==> config.mk <==
export PLATFORM = sky130hd
export DESIGN_NAME = nibble_serial_adder
export DESIGN_NICKNAME = d
export VERILOG_FILES = /design/src/rtl/nibble_serial_adder.sv
export SDC_FILE = /design/constraint.sdc
export NUM_CORES = 1
export LEC_CHECK = 0
export ABC_AREA = 1
export CORE_ASPECT_RATIO = 0.8
export CORE_MARGIN = 4
export CORE_UTILIZATION = 40
export CTS_CLUSTER_SIZE = 10
export DETAILED_ROUTE_END_ITERATION = 12
export PLACE_DENSITY = 0.74
export SYNTH_ARGS = -nofsm -noshare
export SYNTH_HDL_FRONTEND = slang
export SYNTH_SLANG_ARGS = --single-unit
==> constraint.sdc <==
create_clock -name Clk -period 6.37 [get_ports Clk]
set_clock_uncertainty 0.1 [all_clocks]
set_input_delay 0.9555 -clock Clk [delete_from_list [all_inputs] [get_ports Clk]]
set_output_delay 0.9555 -clock Clk [all_outputs]
set_load 0.005 [all_outputs]
==> src/rtl/nibble_serial_adder.sv <==
// nibble_serial_adder
//   Multi-cycle WIDTH-bit adder that consumes one 4-bit nibble per clock, LSB nibble first,
//   with the ripple carry registered between nibbles. The group propagate/generate terms
//   and the signed overflow are produced alongside the sum.
//
// Ports
//   Clk    in   clock, rising edge
//   Reset  in   asynchronous, active-high reset
//   start  in   request; sampled only in IDLE or DONE
//   A, B   in   operands, captured on the accepted start edge
//   Cin    in   carry-in, captured on the accepted start edge
//   busy   out  high while nibbles are being added
//   done   out  one-cycle pulse; S/Cout/V/P/G valid from this cycle on
//   S      out  registered sum (wraps mod 2^WIDTH)
//   Cout   out  carry out of the MSB
//   V      out  two's-complement overflow
//   P      out  group propagate: AND over all bits of (A^B)
//   G      out  group generate: carry out that would result with Cin=0
module nibble_serial_adder #(
    parameter int unsigned WIDTH = 16
) (
    input  logic             Clk,
    input  logic             Reset,
    input  logic             start,
    input  logic [WIDTH-1:0] A,
    input  logic [WIDTH-1:0] B,
    input  logic             Cin,
    output logic             busy,
    output logic             done,
    output logic [WIDTH-1:0] S,
    output logic             Cout,
    output logic             V,
    output logic             P,
    output logic             G
);

    localparam int unsigned N    = WIDTH / 4;
    localparam int unsigned IdxW = $clog2(N);

    typedef enum logic [1:0] {StIdle, StRun, StDone} state_e;

    state_e            state_q, state_d;
    logic [IdxW-1:0]   idx_q, idx_d;
    logic [WIDTH-1:0]  a_q, a_d;
    logic [WIDTH-1:0]  b_q, b_d;
    logic [WIDTH-1:0]  acc_q, acc_d;
    logic              carry_q, carry_d;
    logic              gen_q, gen_d;
    logic              prop_q, prop_d;
    logic [WIDTH-1:0]  s_q, s_d;
    logic              cout_q, cout_d;
    logic              v_q, v_d;
    logic              p_q, p_d;
    logic              g_q, g_d;

    // Operands are shifted right each RUN cycle, so the current nibble is always bits [3:0].
    logic [3:0] a_nib, b_nib, nib_t, nib_g;
    logic [4:0] nib_sum;
    logic       nib_p, nib_gen, last_nib;

    always_comb begin
        a_nib    = a_q[3:0];
        b_nib    = b_q[3:0];
        nib_sum  = {1'b0, a_nib} + {1'b0, b_nib} + {4'b0000, carry_q};
        nib_t    = a_nib ^ b_nib;
        nib_g    = a_nib & b_nib;
        nib_p    = &nib_t;
        // Carry out of this nibble with a zero carry-in (lookahead form).
        nib_gen  = nib_g[3] | (nib_t[3] & nib_g[2]) | (nib_t[3] & nib_t[2] & nib_g[1]) |
                   (nib_t[3] & nib_t[2] & nib_t[1] & nib_g[0]);
        last_nib = (idx_q == IdxW'(N - 1));
    end

    always_comb begin
        state_d = state_q;
        idx_d   = idx_q;
        a_d     = a_q;
        b_d     = b_q;
        acc_d   = acc_q;
        carry_d = carry_q;
        gen_d   = gen_q;
        prop_d  = prop_q;
        s_d     = s_q;
        cout_d  = cout_q;
        v_d     = v_q;
        p_d     = p_q;
        g_d     = g_q;

        case (state_q)
            StIdle, StDone: begin
                if (start) begin
                    state_d = StRun;
                    a_d     = A;
                    b_d     = B;
                    carry_d = Cin;
                    gen_d   = 1'b0;
                    prop_d  = 1'b1;
                    idx_d   = '0;
                end else begin
                    state_d = StIdle;
                end
            end
            StRun: begin
                a_d                         = a_q >> 4;
                b_d                         = b_q >> 4;
                acc_d[{idx_q, 2'b00} +: 4]  = nib_sum[3:0];
                carry_d                     = nib_sum[4];
                gen_d                       = nib_gen | (nib_p & gen_q);
                prop_d                      = prop_q & nib_p;
                idx_d                       = idx_q + IdxW'(1);
                if (last_nib) begin
                    state_d = StDone;
                    idx_d   = '0;
                    s_d     = acc_d;
                    cout_d  = nib_sum[4];
                    // The last nibble carries the operand and sum sign bits.
                    v_d     = (a_nib[3] == b_nib[3]) && (nib_sum[3] != a_nib[3]);
                    p_d     = prop_d;
                    g_d     = gen_d;
                end
            end
            default: state_d = StIdle;
        endcase
    end

    always_ff @(posedge Clk or posedge Reset) begin
        if (Reset) begin
            state_q <= StIdle;
            idx_q   <= '0;
            a_q     <= '0;
            b_q     <= '0;
            acc_q   <= '0;
            carry_q <= 1'b0;
            gen_q   <= 1'b0;
            prop_q  <= 1'b0;
            s_q     <= '0;
            cout_q  <= 1'b0;
            v_q     <= 1'b0;
            p_q     <= 1'b0;
            g_q     <= 1'b0;
        end else begin
            state_q <= state_d;
            idx_q   <= idx_d;
            a_q     <= a_d;
            b_q     <= b_d;
            acc_q   <= acc_d;
            carry_q <= carry_d;
            gen_q   <= gen_d;
            prop_q  <= prop_d;
            s_q     <= s_d;
            cout_q  <= cout_d;
            v_q     <= v_d;
            p_q     <= p_d;
            g_q     <= g_d;
        end
    end

    assign busy = (state_q == StRun);
    assign done = (state_q == StDone);
    assign S    = s_q;
    assign Cout = cout_q;
    assign V    = v_q;
    assign P    = p_q;
    assign G    = g_q;

endmodule

# After elaboration in Yosys (flattened, before gate mapping)
# Cells that the tools add are included.
[word_totals]
word_cells = 63
output_inout_bits = 22
input_bits = 36
ff_bits = 75
[classes]
n_shift = 2
n_reduce_logical = 7
bitwise_logic = 13
addsub = 4
n_mux = 17
n_eq_ne = 7
[op_table]
columns = ["cell", "n"]
rows = [
  ["case mux 16 bit (2 select lines)", 2],
  ["2-to-1 mux 16 bit", 2],
  ["bitwise mux 16 bit", 1],
  ["variable shift 4 x 6 -> 16 bit (first input constant)", 1],
  ["indexed part select 4 x 6 -> 16 bit", 1],
  ["case mux 2 bit (2 select lines)", 2],
  ["bitwise AND 1 bit", 7],
  ["2-to-1 mux 2 bit", 3],
  ["negation 4 -> 6 bit", 1],
  ["case mux 1 bit (2 select lines)", 3],
  ["adder 4 x 4 -> 5 bit", 1],
  ["adder 5 x 1 -> 5 bit", 1],
  ["bitwise AND 4 bit", 1],
  ["== test 2 bit (second input constant)", 2],
  ["2-to-1 mux 1 bit", 4],
  ["OR 1 bit", 4],
  ["AND reduction 2 bit", 2],
  ["AND reduction 4 bit", 1],
  ["bitwise XOR 4 bit", 1],
  ["adder 2 x 1 -> 2 bit (second input constant)", 1],
  ["== test 2 x 1 -> 1 bit (second input constant)", 1],
  ["logical NOT 2 bit", 1],
  ["!= test 2 x 1 -> 1 bit (second input constant)", 1],
  ["!= test 2 bit (second input constant)", 1],
  ["other kinds (5)", 5],
]

# Logic depth before layout (Yosys ltp)
[logic_depth]
ltp_word = 7
ltp_mapped = 9
mapped_depth_nobuf = 9

# Worst setup path after synthesis
# No wires, ideal clock.
[synth_path]
path_kind = "register -> register"
startpoint = "register a_q[0]"
endpoint = "register acc_q[9]"
stages_incl_launch_ff = 7
arrival_time_ps = 1768
period_less_slack_ps = 1950
setup_ps = 83
path_buffers = 0
slack_ps = 4420
required_ps = 6187
cell_sequence = "dfrtp_1 -> fa_1 -> inv_1 -> fa_1 -> o32ai_1 -> nand2_1 -> o21ai_0"
[synth_via]
elab_chain_cells = 4
[synth_rtl]
columns = ["item", "line", "source"]
rows = [
  ["from (decl)", "44", "logic [WIDTH-1:0] a_q, a_d;"],
  ["from (signal assigned)", "130", "a_q <= '0;"],
  ["from (signal assigned)", "144", "a_q <= a_d;"],
  ["adder 4 x 4 -> 5 bit", "64", "nib_sum = {1'b0, a_nib} + {1'b0, b_nib} + {4'b0000, carry_q};"],
  ["adder 5 x 1 -> 5 bit", "64", ""],
  ["indexed part select 4 x 6 -> 16 bit", "106", "acc_d[{idx_q, 2'b00} +: 4] = nib_sum[3:0];"],
  ["bitwise mux 16 bit", "106", ""],
  ["to (signal assigned)", "132", "acc_q <= '0;"],
  ["to (signal assigned)", "146", "acc_q <= acc_d;"],
  ["to (decl)", "46", "logic [WIDTH-1:0] acc_q, acc_d;"],
]
# Every way passes these cells.
# A chain may end at the register's enable or synchronous reset.

# Worst setup path in the final report
[layout_path]
startpoint = "register state_q[1]"
endpoint = "output port busy"
[layout_via]
elab_chain_cells = 1
[layout_rtl]
columns = ["item", "line", "source"]
rows = [
  ["from (decl)", "42", "state_e state_q, state_d;"],
  ["from (signal assigned)", "128", "state_q <= StIdle;"],
  ["from (signal assigned)", "142", "state_q <= state_d;"],
  ["== test 2 x 1 -> 1 bit", "158", "assign busy = (state_q == StRun);"],
  ["to (decl)", "28", "output logic busy,"],
]
# Every way passes these cells.

==> results.json <==
{
  "status": "finished clean",
  "yosys.cell_count.top_type": "nand2_1",
  "antenna_found_initial": 0,
  "busiest_layer": "met2",
  "p_seq_share_pct": 35.2,
  "synth_seq_cells": 75,
  "crit_required_ns": 5.31,
  "clockBufferDepth": 2,
  "drv_slew": 0,
  "yosys.area_share.adder_pct": 4.64,
  "drc": 0,
  "grt_pass1_vias": 2883,
  "rows": 30,
  "n_fill_cell": 822,
  "synth_top_family_by_area": "simple AND/OR/NAND/NOR gates",
  "antenna_cells": 0,
  "first_pass_iters": 4,
  "p_int_mw": 1.28,
  "slew_headroom_pct": 36.7,
  "path_clk_slew_ns": 0.07,
  "synth_edf_count": 0,
  "crit_arrival_ns": 2.23,
  "cts.sinks": 75,
  "hp-class": "reg -> reg",
  "muxShareOfSynthArea_pct": 0,
  "grt_max_degree": 76,
  "worst_slew_pin_slew_ns": 0.949,
  "fin_nets": 506,
  "core_um2": 8560,
  "synthCells": 406,
  "use_met3_pct": 5.42,
  "end_kind": "output pin",
  "ir_worst_vdd_mv": 0.255,
  "cts_resized": 0,
  "post-route-period-util_pct": 51.6,
  "synth_xor_area_share_pct": 0.246,
  "switchingPower_mw": 0.921,
  "portBuffers": 57,
  "rsz0062_at_grt": "no",
  "instances_no_fill": 575,
  "finalSetupViolCount": 0,
  "gp_congestion": 0.834,
  "worstRegToRegCells": 6,
  "finalSetupTns_ns": 0,
  "htreeDepth": 3,
  "timing_worst_setup_path_type": "reg -> out",
  "utilization_pct": 51.5,
  "track_usage_pct": 16.5,
  "post_cts_buffers": 0,
  "numCtsBuffers": 9,
  "grt_use_met1_pct": 23.2,
  "io_pins": 58,
  "die_w_um": 113,
  "placed_cells": 559,
  "synth_area_leaders": "dfrtp_1 53%, nand2_1 13%, inv_1 5.2%",
  "post-place-ws_ns": 3.39,
  "netlist_area_um2": 3560,
  "dp_hpwl_um": 5600,
  "grtUsageMet2_pct": 24.3,
  "synthSimpleGateAreaFrac_pct": 21.5,
  "avgSynthCellArea_um2": 8.77,
  "grt_pass1_wl_um": 13800,
  "gr-total-overflow": 0,
  "finalCriticalPeriod_ns": 3.28,
  "vias_per_cell": 4.99,
  "drt-wirelength-per-cell_um": 13.8,
  "start_util_pct": 41.6,
  "pwr-share-comb_pct": 47.4,
  "synth_cell_type_count": 27,
  "vias": 2872,
  "cap_violations": 0,
  "startpoint_type": "register",
  "yosys_warnings": 0,
  "synth_compound_area_share_pct": 12.4,
  "power_leakage_nw": 2.06,
  "switching_share_pct": 41.8,
  "area.growth.synth_to_final_pct": 23.7,
  "synth_common_cells": "125 x nand2_1, 75 x dfrtp_1, 49 x inv_1, 24 x nor3_1, 22 x o21ai_0",
  "clkPwrFrac_pct": 17.4,
  "cp_max_fo": 46,
  "cts-root-buf": "clkbuf_8",
  "ant_nets": 0,
  "cts_tree": "done",
  "insertion_delay_ns": 0.35,
  "synthArstFlopShare_pct": 100,
  "ys.flop_type": "dfrtp_1",
  "powerDensity_nw_per_um2": 501,
  "hold_buffers": 0,
  "min_path_cells": 2,
  "timing.final.ws_setup_ns": 3.09,
  "drt-initial-drc-count": 175,
  "fmax_mhz": 304,
  "drive_above_1_share_pct": 7.78,
  "die-area_um2": 10500,
  "die_h_um": 92.4,
  "synth-seq-area-share_pct": 52.7,
  "hold_viol": 0,
  "wirelength_um": 7950,
  "synth_nets": 454,
  "synth_top_cell_by_area": "dfrtp_1",
  "synth.top_cell.area_share_pct": 52.7
}
-- logic make-up (layout without fill, tap and decap cells) --
kind of cell	count (synthesis)	in the layout
AOI/OAI and AO/OA	62	62
xor gates and xnor gates	1	1
adders and majority gates	12	12
buffers and inverters	73	130
DFF	75	75
and+or+nand+nor	183	183
-- layout make-up --
cell class | instances | area, um^2 | share of cell area [%]
Sequential cell | 75 | 1880 | 42.6
Multi-Input combinational cell | 258 | 1380 | 31.4
Inverter | 55 | 206 | 4.69
Clock inverter | 4 | 47.5 | 1.08
Clock buffer | 12 | 165 | 3.75
Timing Repair Buffer | 59 | 586 | 13.3
Tap cell | 112 | 140 | 3.18
-- critical path, cell delays in order (launching register included) --
cell and delay [ns]:
dfrtp_1 0.44, nor2_8 0.33, buf_4 0.50, clkdlybuf4s50_1 0.60
-- through the flow --
step           hold WS, ns  instance area [um^2]  total power, mW
6_report             0.377                  4400             2.21
5_1_grt              0.399                  4400             2.40
4_1_cts              0.378                  4400             2.22
3_5_place_dp         0.360                  4190             1.82
3_3_place_gp         0.358                  4190             1.80
2_1_floorplan        0.349                  3560             1.52
-- state kept, by name, summed over array words and instances (netlist names) --
| name | flops |
|---|---|
| G | 1 |
| idx_q | 2 |
| a_q | 16 |
| gen_q | 1 |
| acc_q | 16 |
| state_q | 2 |
| P | 1 |
| V | 1 |
| b_q | 16 |
| carry_q | 1 |
| S | 16 |
| prop_q | 1 |
| Cout | 1 |
-- routing by layer --
metal	part of all wire, %	vias up
met5	0	-
met4	1.1	0
met3	5.5	8
met2	44	75
met1	49	1362
li1	-	1427
-- worst paths after layout --
check	start	slack, ns	end
max in group asynchronous	Reset	4.45	S[9]
hold reg to reg	Cout	0.38	Cout
hold / removal	Cout	0.38	Cout
setup reg to reg	state_q[1]	3.77	V
setup / recovery	state_q[1]	3.09	busy
min in group asynchronous	Reset	1.11	b_q[13]
-- power groups by stage --
stage                     combinational, mW  sequential, mW  clock, mW
after global placement                 1.02           0.778          0
after global routing                   1.18           0.800      0.418
after CTS                              1.05           0.777      0.393
final                                  1.05           0.776      0.383
after detailed placement               1.04           0.783          0
after floorplan                       0.762           0.756          0
-- cells in the final DEF (no fill, tap or decap), types with 5 or more instances in the layout --
master	instances
a211oi_1	6
a221oi_1	6
a221oi_2	7
clkbuf_8	12
clkdlybuf4s50_1	57
dfrtp_1	75
ha_1	10
inv_1	48
inv_2	7
nand2_1	125
nand3_1	9
nand4_1	6
nor2_1	15
nor3_1	24
o21ai_0	22
o21ai_1	5
o22ai_1	13
Note: power is estimated with default switching activity, not from simulation.
